==> src/rtl/chacha20_ks_xor_stage_pkg.sv <==
// rtl/chacha20_ks_xor_stage_pkg.sv - shared constants, state type and keep helpers for the keystream XOR stage
package chacha_pim_pkg;

  localparam int DATA_W = 128;
  localparam int KS_W   = 512;
  localparam int LANES  = KS_W / DATA_W;
  localparam int CNT_W  = 64;
  localparam int KEEP_W = DATA_W / 8;
  localparam int LANE_W = $clog2(LANES);

  typedef enum logic [2:0] {
    IDLE,
    REQ,
    WAIT_KS,
    STREAM,
    DRAIN
  } state_t;

  function automatic logic [4:0] popcount16(input logic [15:0] v);
    logic [4:0] c;
    c = '0;
    for (int i = 0; i < 16; i++) begin
      c = c + {4'd0, v[i]};
    end
    return c;
  endfunction

  // A prefix mask has no set bit above a clear bit, so adding one clears every set bit.
  function automatic logic keep_is_prefix(input logic [KEEP_W-1:0] k);
    return (k & (k + KEEP_W'(1))) == '0;
  endfunction

  function automatic logic [DATA_W-1:0] keep_to_mask(input logic [KEEP_W-1:0] k);
    logic [DATA_W-1:0] m;
    m = '0;
    for (int j = 0; j < KEEP_W; j++) begin
      m[8*j +: 8] = {8{k[j]}};
    end
    return m;
  endfunction

endpackage

==> src/rtl/chacha20_ks_xor_stage_if.sv <==
// rtl/chacha20_ks_xor_stage_if.sv - payload in, result out and Poly1305 payload streams of the XOR stage
interface chacha20_ks_xor_stage_if;
  import chacha_pim_pkg::*;

  logic              in_valid;
  logic [DATA_W-1:0] in_data;
  logic [KEEP_W-1:0] in_keep;
  logic              in_last;
  logic              in_ready;

  logic              out_valid;
  logic [DATA_W-1:0] out_data;
  logic [KEEP_W-1:0] out_keep;
  logic              out_last;
  logic              out_ready;

  logic              pld_valid;
  logic [DATA_W-1:0] pld_data;
  logic [KEEP_W-1:0] pld_keep;
  logic              pld_ready;

  modport slave (
    input  in_valid, in_data, in_keep, in_last, out_ready, pld_ready,
    output in_ready, out_valid, out_data, out_keep, out_last,
           pld_valid, pld_data, pld_keep
  );

  modport master (
    output in_valid, in_data, in_keep, in_last, out_ready, pld_ready,
    input  in_ready, out_valid, out_data, out_keep, out_last,
           pld_valid, pld_data, pld_keep
  );

endinterface

==> src/rtl/chacha20_ks_xor_stage_lane_buf.sv <==
// rtl/chacha20_ks_xor_stage_lane_buf.sv - holds one keystream block and walks its 128-bit lanes
module chacha_ks_lane_buf
  import chacha_pim_pkg::*;
(
  input  logic              clk,
  input  logic              rst_n,
  input  logic              load,
  input  logic              advance,
  input  logic [KS_W-1:0]   ks_data,
  output logic [DATA_W-1:0] lane_data,
  output logic              last_lane
);

  logic [KS_W-1:0]   ks_buf;
  logic [LANE_W-1:0] lane;

  always_ff @(posedge clk or negedge rst_n) begin
    if (!rst_n) begin
      ks_buf <= '0;
      lane   <= '0;
    end else if (load) begin
      ks_buf <= ks_data;
      lane   <= '0;
    end else if (advance) begin
      lane   <= lane + LANE_W'(1);
    end
  end

  assign lane_data = ks_buf[int'(lane) * DATA_W +: DATA_W];
  assign last_lane = (lane == LANE_W'(LANES - 1));

endmodule

==> src/rtl/chacha20_ks_xor_stage.sv <==
// rtl/chacha20_ks_xor_stage.sv - XORs payload beats with keystream lanes and feeds ciphertext to Poly1305
module chacha20_ks_xor_stage
  import chacha_pim_pkg::*;
(
  input  logic                   clk,
  input  logic                   rst_n,
  input  logic                   start,
  input  logic                   dir_enc,
  output logic                   ks_req,
  input  logic                   ks_valid,
  input  logic [KS_W-1:0]        ks_data,
  chacha20_ks_xor_stage_if.slave bus,
  output logic [CNT_W-1:0]       pld_byte_cnt,
  output logic                   busy,
  output logic                   done,
  output logic                   err
);

  state_t state, state_nx;

  logic              enc_q;
  logic              out_valid_q, out_last_q, pld_valid_q, err_q;
  logic [DATA_W-1:0] out_data_q, pld_data_q;
  logic [KEEP_W-1:0] out_keep_q, pld_keep_q;
  logic [CNT_W-1:0]  cnt_q;

  logic              in_ready_c, accept, keep_err;
  logic              ks_load, last_lane;
  logic [DATA_W-1:0] lane_data, byte_mask, xor_data, pld_next;

  chacha_ks_lane_buf u_lane_buf (
    .clk       (clk),
    .rst_n     (rst_n),
    .load      (ks_load),
    .advance   (accept),
    .ks_data   (ks_data),
    .lane_data (lane_data),
    .last_lane (last_lane)
  );

  // Both result registers must be free (or freeing this cycle) before a beat is taken.
  assign in_ready_c = (state == STREAM)
                    & (!out_valid_q | bus.out_ready)
                    & (!pld_valid_q | bus.pld_ready);
  assign accept     = bus.in_valid & in_ready_c;
  assign ks_load    = (state == WAIT_KS) & ks_valid;

  assign byte_mask = keep_to_mask(bus.in_keep);
  assign xor_data  = (bus.in_data ^ lane_data) & byte_mask;
  assign pld_next  = enc_q ? xor_data : (bus.in_data & byte_mask);
  assign keep_err  = !keep_is_prefix(bus.in_keep)
                   | (!bus.in_last & (bus.in_keep != '1))
                   | (bus.in_keep == '0);

  always_ff @(posedge clk or negedge rst_n) begin
    if (!rst_n) begin
      state <= IDLE;
    end else begin
      state <= state_nx;
    end
  end

  always_comb begin
    state_nx = state;
    unique case (state)
      IDLE:    if (start) state_nx = REQ;
      REQ:     state_nx = WAIT_KS;
      WAIT_KS: if (ks_valid) state_nx = STREAM;
      STREAM: begin
        if (accept) begin
          if (bus.in_last)    state_nx = DRAIN;
          else if (last_lane) state_nx = REQ;
        end
      end
      DRAIN:   if (!out_valid_q && !pld_valid_q) state_nx = IDLE;
      default: state_nx = IDLE;
    endcase
  end

  always_ff @(posedge clk or negedge rst_n) begin
    if (!rst_n) begin
      enc_q       <= 1'b0;
      out_valid_q <= 1'b0;
      out_data_q  <= '0;
      out_keep_q  <= '0;
      out_last_q  <= 1'b0;
      pld_valid_q <= 1'b0;
      pld_data_q  <= '0;
      pld_keep_q  <= '0;
      cnt_q       <= '0;
      err_q       <= 1'b0;
    end else begin
      if (state == IDLE && start) begin
        enc_q <= dir_enc;
        cnt_q <= '0;
        err_q <= 1'b0;
      end
      if (accept) begin
        out_valid_q <= 1'b1;
        out_data_q  <= xor_data;
        out_keep_q  <= bus.in_keep;
        out_last_q  <= bus.in_last;
        pld_valid_q <= 1'b1;
        pld_data_q  <= pld_next;
        pld_keep_q  <= bus.in_keep;
        cnt_q       <= cnt_q + CNT_W'(popcount16(bus.in_keep));
        if (keep_err) err_q <= 1'b1;
      end else begin
        if (bus.out_ready) out_valid_q <= 1'b0;
        if (bus.pld_ready) pld_valid_q <= 1'b0;
      end
    end
  end

  assign bus.in_ready  = in_ready_c;
  assign bus.out_valid = out_valid_q;
  assign bus.out_data  = out_data_q;
  assign bus.out_keep  = out_keep_q;
  assign bus.out_last  = out_last_q;
  assign bus.pld_valid = pld_valid_q;
  assign bus.pld_data  = pld_data_q;
  assign bus.pld_keep  = pld_keep_q;

  assign ks_req       = (state == REQ);
  assign busy         = (state != IDLE);
  assign done         = (state == DRAIN) & !out_valid_q & !pld_valid_q;
  assign err          = err_q;
  assign pld_byte_cnt = cnt_q;

endmodule

==> src/flat_wrapper.sv <==
// flat-port wrapper written by rule: the top's interface ports become plain ports
module chacha20_ks_xor_stage_flat import chacha_pim_pkg::*;
  (clk, rst_n, start, dir_enc, ks_req, ks_valid, ks_data, pld_byte_cnt, busy, done, err, bus_in_valid, bus_in_data, bus_in_keep, bus_in_last, bus_out_ready, bus_pld_ready, bus_in_ready, bus_out_valid, bus_out_data, bus_out_keep, bus_out_last, bus_pld_valid, bus_pld_data, bus_pld_keep);
  chacha20_ks_xor_stage_if bus_i ();
  input  logic clk;
  input  logic rst_n;
  input  logic start;
  input  logic dir_enc;
  output logic ks_req;
  input  logic ks_valid;
  input  logic [KS_W-1:0] ks_data;
  output logic [CNT_W-1:0] pld_byte_cnt;
  output logic busy;
  output logic done;
  output logic err;
  input wire logic [$bits(bus_i.in_valid)-1:0] bus_in_valid;
  input wire logic [$bits(bus_i.in_data)-1:0] bus_in_data;
  input wire logic [$bits(bus_i.in_keep)-1:0] bus_in_keep;
  input wire logic [$bits(bus_i.in_last)-1:0] bus_in_last;
  input wire logic [$bits(bus_i.out_ready)-1:0] bus_out_ready;
  input wire logic [$bits(bus_i.pld_ready)-1:0] bus_pld_ready;
  output wire logic [$bits(bus_i.in_ready)-1:0] bus_in_ready;
  output wire logic [$bits(bus_i.out_valid)-1:0] bus_out_valid;
  output wire logic [$bits(bus_i.out_data)-1:0] bus_out_data;
  output wire logic [$bits(bus_i.out_keep)-1:0] bus_out_keep;
  output wire logic [$bits(bus_i.out_last)-1:0] bus_out_last;
  output wire logic [$bits(bus_i.pld_valid)-1:0] bus_pld_valid;
  output wire logic [$bits(bus_i.pld_data)-1:0] bus_pld_data;
  output wire logic [$bits(bus_i.pld_keep)-1:0] bus_pld_keep;
  assign bus_i.in_valid = bus_in_valid;
  assign bus_i.in_data = bus_in_data;
  assign bus_i.in_keep = bus_in_keep;
  assign bus_i.in_last = bus_in_last;
  assign bus_i.out_ready = bus_out_ready;
  assign bus_i.pld_ready = bus_pld_ready;
  assign bus_in_ready = bus_i.in_ready;
  assign bus_out_valid = bus_i.out_valid;
  assign bus_out_data = bus_i.out_data;
  assign bus_out_keep = bus_i.out_keep;
  assign bus_out_last = bus_i.out_last;
  assign bus_pld_valid = bus_i.pld_valid;
  assign bus_pld_data = bus_i.pld_data;
  assign bus_pld_keep = bus_i.pld_keep;
  chacha20_ks_xor_stage u_core (.clk(clk), .rst_n(rst_n), .start(start), .dir_enc(dir_enc), .ks_req(ks_req), .ks_valid(ks_valid), .ks_data(ks_data), .bus(bus_i), .pld_byte_cnt(pld_byte_cnt), .busy(busy), .done(done), .err(err));
endmodule
==> config.mk <==
export PLATFORM = sky130hd
export DESIGN_NAME = chacha20_ks_xor_stage_flat
export DESIGN_NICKNAME = d
export VERILOG_FILES = /design/src/rtl/chacha20_ks_xor_stage_pkg.sv /design/src/rtl/chacha20_ks_xor_stage_if.sv /design/src/rtl/chacha20_ks_xor_stage_lane_buf.sv /design/src/rtl/chacha20_ks_xor_stage.sv /design/src/flat_wrapper.sv
export SDC_FILE = /design/constraint.sdc
export NUM_CORES = 1
export LEC_CHECK = 0
export CELL_PAD_IN_SITES_DETAIL_PLACEMENT = 2
export CELL_PAD_IN_SITES_GLOBAL_PLACEMENT = 2
export CORE_AREA = 2 2 403 405
export CTS_CLUSTER_SIZE = 25
export DETAILED_ROUTE_END_ITERATION = 10
export DIE_AREA = 0 0 405 407
export PLACE_DENSITY_LB_ADDON = 0.1
export SKIP_LAST_GASP = 1
export SLEW_MARGIN = 30
export SYNTH_ARGS = -nofsm -noshare
export SYNTH_HDL_FRONTEND = slang
export SYNTH_SLANG_ARGS = --single-unit
==> constraint.sdc <==
create_clock -name clk -period 5.7 [get_ports clk]
set_input_delay 0.57 -clock clk [delete_from_list [all_inputs] [get_ports clk]]
set_output_delay 0.57 -clock clk [all_outputs]
set_load 0.01 [all_outputs]
==> key figures, run 1 <==
Status
  – Outcome: completed

Floorplan
  – Initial Utilization: 0.245
  – FP Rows: 147
  – Die width: 405 µm
  – Ports: 1,025
  – Total die area: 165,000 µm²
  – Core Area: 160,000 µm²
  – Chip height: 407 µm

Synth
  – Post-synthesis compound-gate area fraction: 0.0499
  – Leading area contributor after synthesis: dfrtp_1
  – Synth Area in XOR/XNOR: 0.0587
  – Ys async rst share: 1.00
  – Library cells used by synthesis: 56
  – Adder-cell share of the synthesized area: 0.0107
  – Post-Synthesis Cell Area: 39,200 µm²
  – Main combinational cell family by area after synthesis: multiplexers
  – Mapped Avg Cell Area: 12.9 µm²
  – Synth area leaders: dfrtp_1, mux2_2, mux4_2
  – Number of synthesized register bits: 858
  – Synth top area share: 0.547
  – Post-synth EDFFs: 0
  – Post-Synth Simple-Gate Area: 0.0757
  – Sequential share of the synthesized area: 0.547
  – Yosys warnings: 0
  – Mapped Nets: 3,738
  – Main flop type after synthesis: dfrtp_1
  – Multiplexer share of the synthesized area: 0.232
  – Post-Syn Instances: 3,046

Finish
  – Multi-input gate area: 16,900 µm²
  – Filler cell count: 16,602
  – Final #Nets: 4,790
  – Layout cells sized above 1: 0.222
  – Register area: 21,500 µm²
  – Layout area overhead: 43.4%
  – Design Area, Final: 56,200 µm²

CTS
  – Clock root cell: clkbuf_16
  – Clk buf depth: 3
  – CTS tree: done
  – CTS HTree Levels: 3
  – Worst skew pair latency: 0.73 ns
  – CTS buffer count: 110
  – Clock Sink Count: 858
  – Clock transition at path regs: 0.06 ns

Placed design
  – Hpwl dp: 132 mm
  – Place WS: -0.791 ns
  – Gpl congestion: 0.782
  – Placed cell areas: 52,400 µm²
  – Port Buffers: 1,024

Setup path
  – R2r setup slk: 2.98 ns
  – CP max FO: 9
  – Worst EP required: 6.34 ns
  – Worst R2R Path Depth: 4
  – Crit path kind: in2reg
  – Worst setup SP type: input pin
  – CP Data Arrival Time: 6.18 ns
  – Worst Setup End Kind: register

Power
  – Peak VDD IR: 0.264 mV
  – Logic pwr share: 0.416
  – Register share of total power: 0.351
  – Internal: 19.5 mW
  – Leakage: 22.5 nW
  – Switching Fraction: 0.347
  – NetSw: 10.4 mW
  – Pwr Density: 532 nW/µm²
  – Clk pwr share: 0.233

Global route
  – Largest net degree at the start of global routing: 160
  – Global-route usage over all layers: 0.210
  – Antenna violations before repair: 117
  – Vias in the first global route: 32,334
  – First-pass GRT wire length: 246 mm
  – Overflow after GRT: 0

Timing
  – Final min period: 5.53 ns
  – Clk_skew: 0.0300 ns
  – Final period util: 0.971
  – Final worst-path setup slack: 0.168 ns
  – Worst hold slack: 0.311 ns
  – Setup-failing EPs final: 0
  – Slew headroom: 0.382
  – Final slew viol count: 0
  – Unrepaired setup endpoints after global routing: no
  – Maximum clock frequency: 181 MHz
  – Hold Vio Cnt, Final: 0
  – Worst Tran Pin Value: 0.928 ns

Route
  – Detailed Route WL: 175 mm
  – Post-route ant nets: 0
  – Vias per cell: 4.58
  – Wire per inst: 27.4 µm
  – Vias: 29,299
  – First drt pass iteration count: 4
  – Drt initial violations: 1,218
  – # DRC: 0

Run
  – Max Cap Viol: 0

Min path
  – Hold crit path type: in2async
-- routing by layer --
layer	share of wire	GRT usage	wire, µm	vias up
met5	0.0023	0.00238	408	-
met4	0.038	0.0926	6670	64
met3	0.071	0.0718	12400	330
met2	0.50	0.355	87700	810
met1	0.39	0.239	67700	15180
li1	-	-	-	12915
-- synthesized netlist by cell type, drive strengths merged, types with 11 or more instances --
cell      n
buf      97
clkbuf   83
clkinv   14
o21ai   140
mux2    513
xor2    123
nand4    24
fa       11
nand2   522
nor3     24
mux2i    45
mux4    128
nand3    46
inv      27
nor2     26
o31ai   130
ha       16
xnor2   140
dfrtp   858
nor4     17
-- power by group through the flow --
stage | clock network, mW | registers (mW) | logic, mW
after floorplan | 0 | 10.3 | 7.29
after global placement | 0 | 10.6 | 12.3
after detailed placement | 0 | 10.6 | 12.7
after CTS | 7.23 | 10.5 | 12.7
after global routing | 7.45 | 10.9 | 13.6
final | 6.96 | 10.5 | 12.4
-- per-stage QoR --
stage,util,setup TNS [ns],total power [mW],instances
2_1_floorplan,-,0,17.6,3046
3_3_place_gp,0.326,-30.81,23.0,6138
3_5_place_dp,0.327,-34.94,23.3,6141
4_1_cts,0.350,0,30.5,6342
5_1_grt,0.351,0,31.9,6381
6_report,0.351,0,29.9,6393
-- worst paths after layout --
check | to | from
worst max-delay path | u_core.pld_byte_cnt[48] | bus_in_keep[0]
worst max register to register | u_core.bus.out_data[15] | u_core.state[2]
worst min-delay path | u_core.bus.pld_data[9] | rst_n
worst min register to register | u_core.bus.pld_data[118] | u_core.bus.pld_data[118]
min in group clk | u_core.u_lane_buf.ks_buf[151] | ks_data[151]
max in group asynchronous | u_core.bus.out_data[88] | rst_n
-- critical path, stage by stage --
cell             delay (ns)
clkdlybuf4s50_1        0.49
clkinv_1               0.09
ha_1                   0.30
inv_1                  0.08
fa_1                   0.43
fa_1                   0.53
fa_1                   0.46
fa_1                   0.54
fa_2                   0.38
fa_2                   0.46
fa_1                   0.43
and4b_1                0.26
a211o_1                0.17
buf_12                 0.14
nand4_4                0.10
buf_12                 0.19
nor4_2                 0.31
mux2i_1                0.21
-- area by class of cell --
type                       instances  share of cell area
tap                             2160              0.0481
multi-input combinational       1967               0.300
inverter                          41             0.00274
antenna                           48             0.00214
clock buffer                     175              0.0590
sequential                       858               0.382
timing repair buffer            1120               0.202
clock inverter                    24             0.00441
-- layout by cell type, fill, tap and decap left out, types with 30 or more instances in the layout --
master	count
o21ai_0	140
mux2_2	513
o31ai_1	130
mux2i_1	45
mux4_2	128
clkbuf_16	111
nand2_1	521
clkbuf_8	30
clkbuf_1	34
buf_4	67
nand3_1	45
clkdlybuf4s50_1	1022
xnor2_1	140
xor2_1	123
diode_2	48
dfrtp_1	855
-- registers in the layout (all words and copies together) (netlist names) --
name / flops
u_core.bus.out_last: 1
u_core.bus.out_valid: 1
u_core.bus.pld_data: 128
u_core.pld_byte_cnt: 64
u_core.u_lane_buf.ks_buf: 512
u_core.bus.out_keep: 16
u_core.err: 1
u_core.enc_q: 1
u_core.bus.pld_valid: 1
u_core.bus.out_data: 128
u_core.state: 3
u_core.u_lane_buf.lane: 2
-- cells by family after synthesis --
kind of cell | count (synthesis)
compound gates | 309
xor+xnor | 263
fa+ha+maj | 27
buf+inv | 221
flops | 858
mux | 686
simple gates | 682
-- timing repair --
action,4_1_cts,5_1_grt
endpoints found under the hold margin,78,0
pin swaps,0,3
setup buffers,1,0
hold buffers,1,0
cloned,0,0
gates resized for setup,6,9
setup endpoints to repair,4,43
Power figures use the tool's default switching activity.
==> run 2: changes to the inputs <==
Settings changed: ABC_AREA set to 0, CORE_AREA 2 2 403 405 to 2 2 398 400, DIE_AREA 0 0 405 407 to 0 0 400 402, SETUP_SLACK_MARGIN set to 0.1.
Clock period 5.7 ns to 5.5 ns, I/O delays scaled along.
==> run 2 against run 1 <==
  * Clock power grew 5.9%
  * Register-to-register slack got worse by 0.30 ns
  * Cell count is 1.9% lower
  * Critical path depth increased by 4
  * Wire length down 0.56%
  * Core utilization up 0.53 points
  * Flip-flop and latch count unchanged
  * Design area fell by 0.44%
  * Count of clock-buffer cells in the layout is 6 lower
  * Non-clock buffer count is 1 higher
  * Sequential share of layout area grew 0.17 points
==> key figures, run 2 (synthesis results as in run 1) <==
Status
  – Outcome: completed

Global route
  – Global-route usage over all layers: 0.213
  – Overflow after GRT: 0
  – First-pass GRT wire length: 246 mm
  – Antenna violations before repair: 106
  – Vias in the first global route: 32,195
  – Largest net degree at the start of global routing: 142

Route
  – Vias per cell: 4.65
  – Post-route ant nets: 0
  – Wire per inst: 27.7 µm
  – Drt initial violations: 1,308
  – Vias: 29,198
  – # DRC: 0
  – Detailed Route WL: 174 mm
  – First drt pass iteration count: 4

Timing
  – Final period util: 0.964
  – Clk_skew: 0.0553 ns
  – Maximum clock frequency: 189 MHz
  – Slew headroom: 0.356
  – Final min period: 5.30 ns
  – Final worst-path setup slack: 0.200 ns
  – Setup-failing EPs final: 0
  – Hold Vio Cnt, Final: 0
  – Unrepaired setup endpoints after global routing: no
  – Worst hold slack: 0.396 ns
  – Final slew viol count: 0
  – Setup TNS: 0 ns
  – Worst Tran Pin Value: 0.967 ns

CTS
  – CTS HTree Levels: 3
  – Clock root cell: clkbuf_16
  – CTS tree: done
  – Clock transition at path regs: 0.06 ns
  – Clk buf depth: 3
  – CTS buffer count: 107
  – Clock Sink Count: 858
  – Worst skew pair latency: 0.73 ns

Setup path
  – Crit path kind: in2reg
  – Critical Path Most Common Cell: fa_1
  – Worst path cell trace: clkbuf_2, clkinv_2, ha_1, inv_1, fa_1, fa_1, fa_2, fa_1, fa_2, buf_4, inv_1, a21o_1, a21oi_1, xnor2_1, ha_1, a21o_1, a211o_1, buf_12, buf_12, and3_1, nand4_1, mux2i_1
  – Max incr delay on CP: 0.62 ns
  – CP max FO: 4
  – Critical path's slowest cell: fa_2
  – Worst EP required: 6.13 ns
  – CP Data Arrival Time: 5.93 ns
  – Worst setup SP type: input pin
  – Worst Setup End Kind: register

Run
  – Max Cap Viol: 0

Finish
  – Design Area, Final: 56,000 µm²
  – Layout area overhead: 42.8%
  – Commonest cells after routing, fill and taps aside: clkdlybuf4s50_1, dfrtp_1, nand2_1
  – Most common cell after layout, fill and taps aside: clkdlybuf4s50_1
  – Non-Filler Instances: 6,273
  – Biggest register: u_core.u_lane_buf.ks_buf
  – Layout cells sized above 1: 0.225
  – Largest register FFs: 512
  – Final #Nets: 4,788
  – Final Util: 0.356

Power
  – Pwr Density: 557 nW/µm²
  – Total power: 31.2 mW
  – Leakage: 22.5 nW
  – Peak VDD IR: 0.279 mV

Floorplan
  – Ports: 1,025
  – FP Rows: 146
  – Total die area: 161,000 µm²
  – Core Area: 157,000 µm²
  – Die width: 400 µm
  – Chip height: 402 µm
  – Initial Utilization: 0.250

Placed design
  – Placed insts: 6,053
  – Port Buffers: 1,024
  – Place WS: -0.941 ns
  – Hpwl dp: 132 mm
  – Gpl congestion: 0.785
  – Placed cell areas: 52,200 µm²

Min path
  – Hold crit path type: in2reg
-- run 2: cell count changes in the layout (fill, tap and decap cells not counted), sizes merged, moves of 2 or more --
cell and change:
bufinv +4, clkbuf -4, clkdlybuf4s50 -3, clkinv -5, clkinvlp -3, diode -25, inv +2
-- run 2: critical path, delay by kind of cell --
family / cells / cell delay [ns]
AOI/OAI and AO/OA: 4 / 0.73
buffers and inverters: 7 / 0.77
adders and majority gates: 7 / 3.03
muxes: 1 / 0.20
xor gates and xnor gates: 1 / 0.31
and+or+nand+nor: 2 / 0.33
-- run 2: final timing paths --
kind	from	end	slack (ns)	depth (start not counted)
setup / recovery	bus_in_keep[0]	u_core.pld_byte_cnt[30]	0.20	22
hold / removal	bus_in_keep[6]	u_core.bus.pld_data[52]	0.40	4
setup reg to reg	u_core.u_lane_buf.lane[0]	u_core.bus.pld_data[0]	2.68	5
hold reg to reg	u_core.bus.pld_data[77]	u_core.bus.pld_data[77]	0.47	2
max in group asynchronous	rst_n	u_core.u_lane_buf.ks_buf[103]	3.77	3
min in group asynchronous	rst_n	u_core.pld_byte_cnt[45]	0.43	2
-- run 2: layout make-up --
cell class	instances	area, µm²
Antenna cell	23	57.6
Clock buffer	169	3300
Clock inverter	22	350
Fill cell	16388	101000
Inverter	41	156
Multi-Input combinational cell	1967	16800
Sequential cell	858	21500
Tap cell	2072	2590
Timing Repair Buffer	1121	11200
-- run 2: what timing repair did --
item / 4_1_cts / 5_1_grt
hold buffers: 1 / 0
hold endpoints to repair: 50 / 0
pin swaps: 5 / 15
gates resized for setup: 5 / 14
endpoints found under the setup margin: 52 / 36
setup buffers: 0 / 5
-- run 2: report_power, final --
part / leakage [nW] / switching, mW / internal, mW
logic: 10.1 / 5.98 / 6.89
registers: 10.6 / 1.80 / 9.16
clock network: 1.80 / 2.99 / 4.38
-- run 2: metal layers --
metal | up-vias | GRT usage | share of wire
met5 | - | 0 | 0.0030
met4 | 78 | 0.0495 | 0.025
met3 | 328 | 0.0695 | 0.071
met2 | 765 | 0.371 | 0.50
met1 | 15159 | 0.253 | 0.40
li1 | 12868 | - | -
==> run 3: changes to the inputs <==
Settings changed: HOLD_SLACK_MARGIN set to 0.1.
==> results of run 3 <==
Final layout, timing and power as in run 2 (identical DEF).
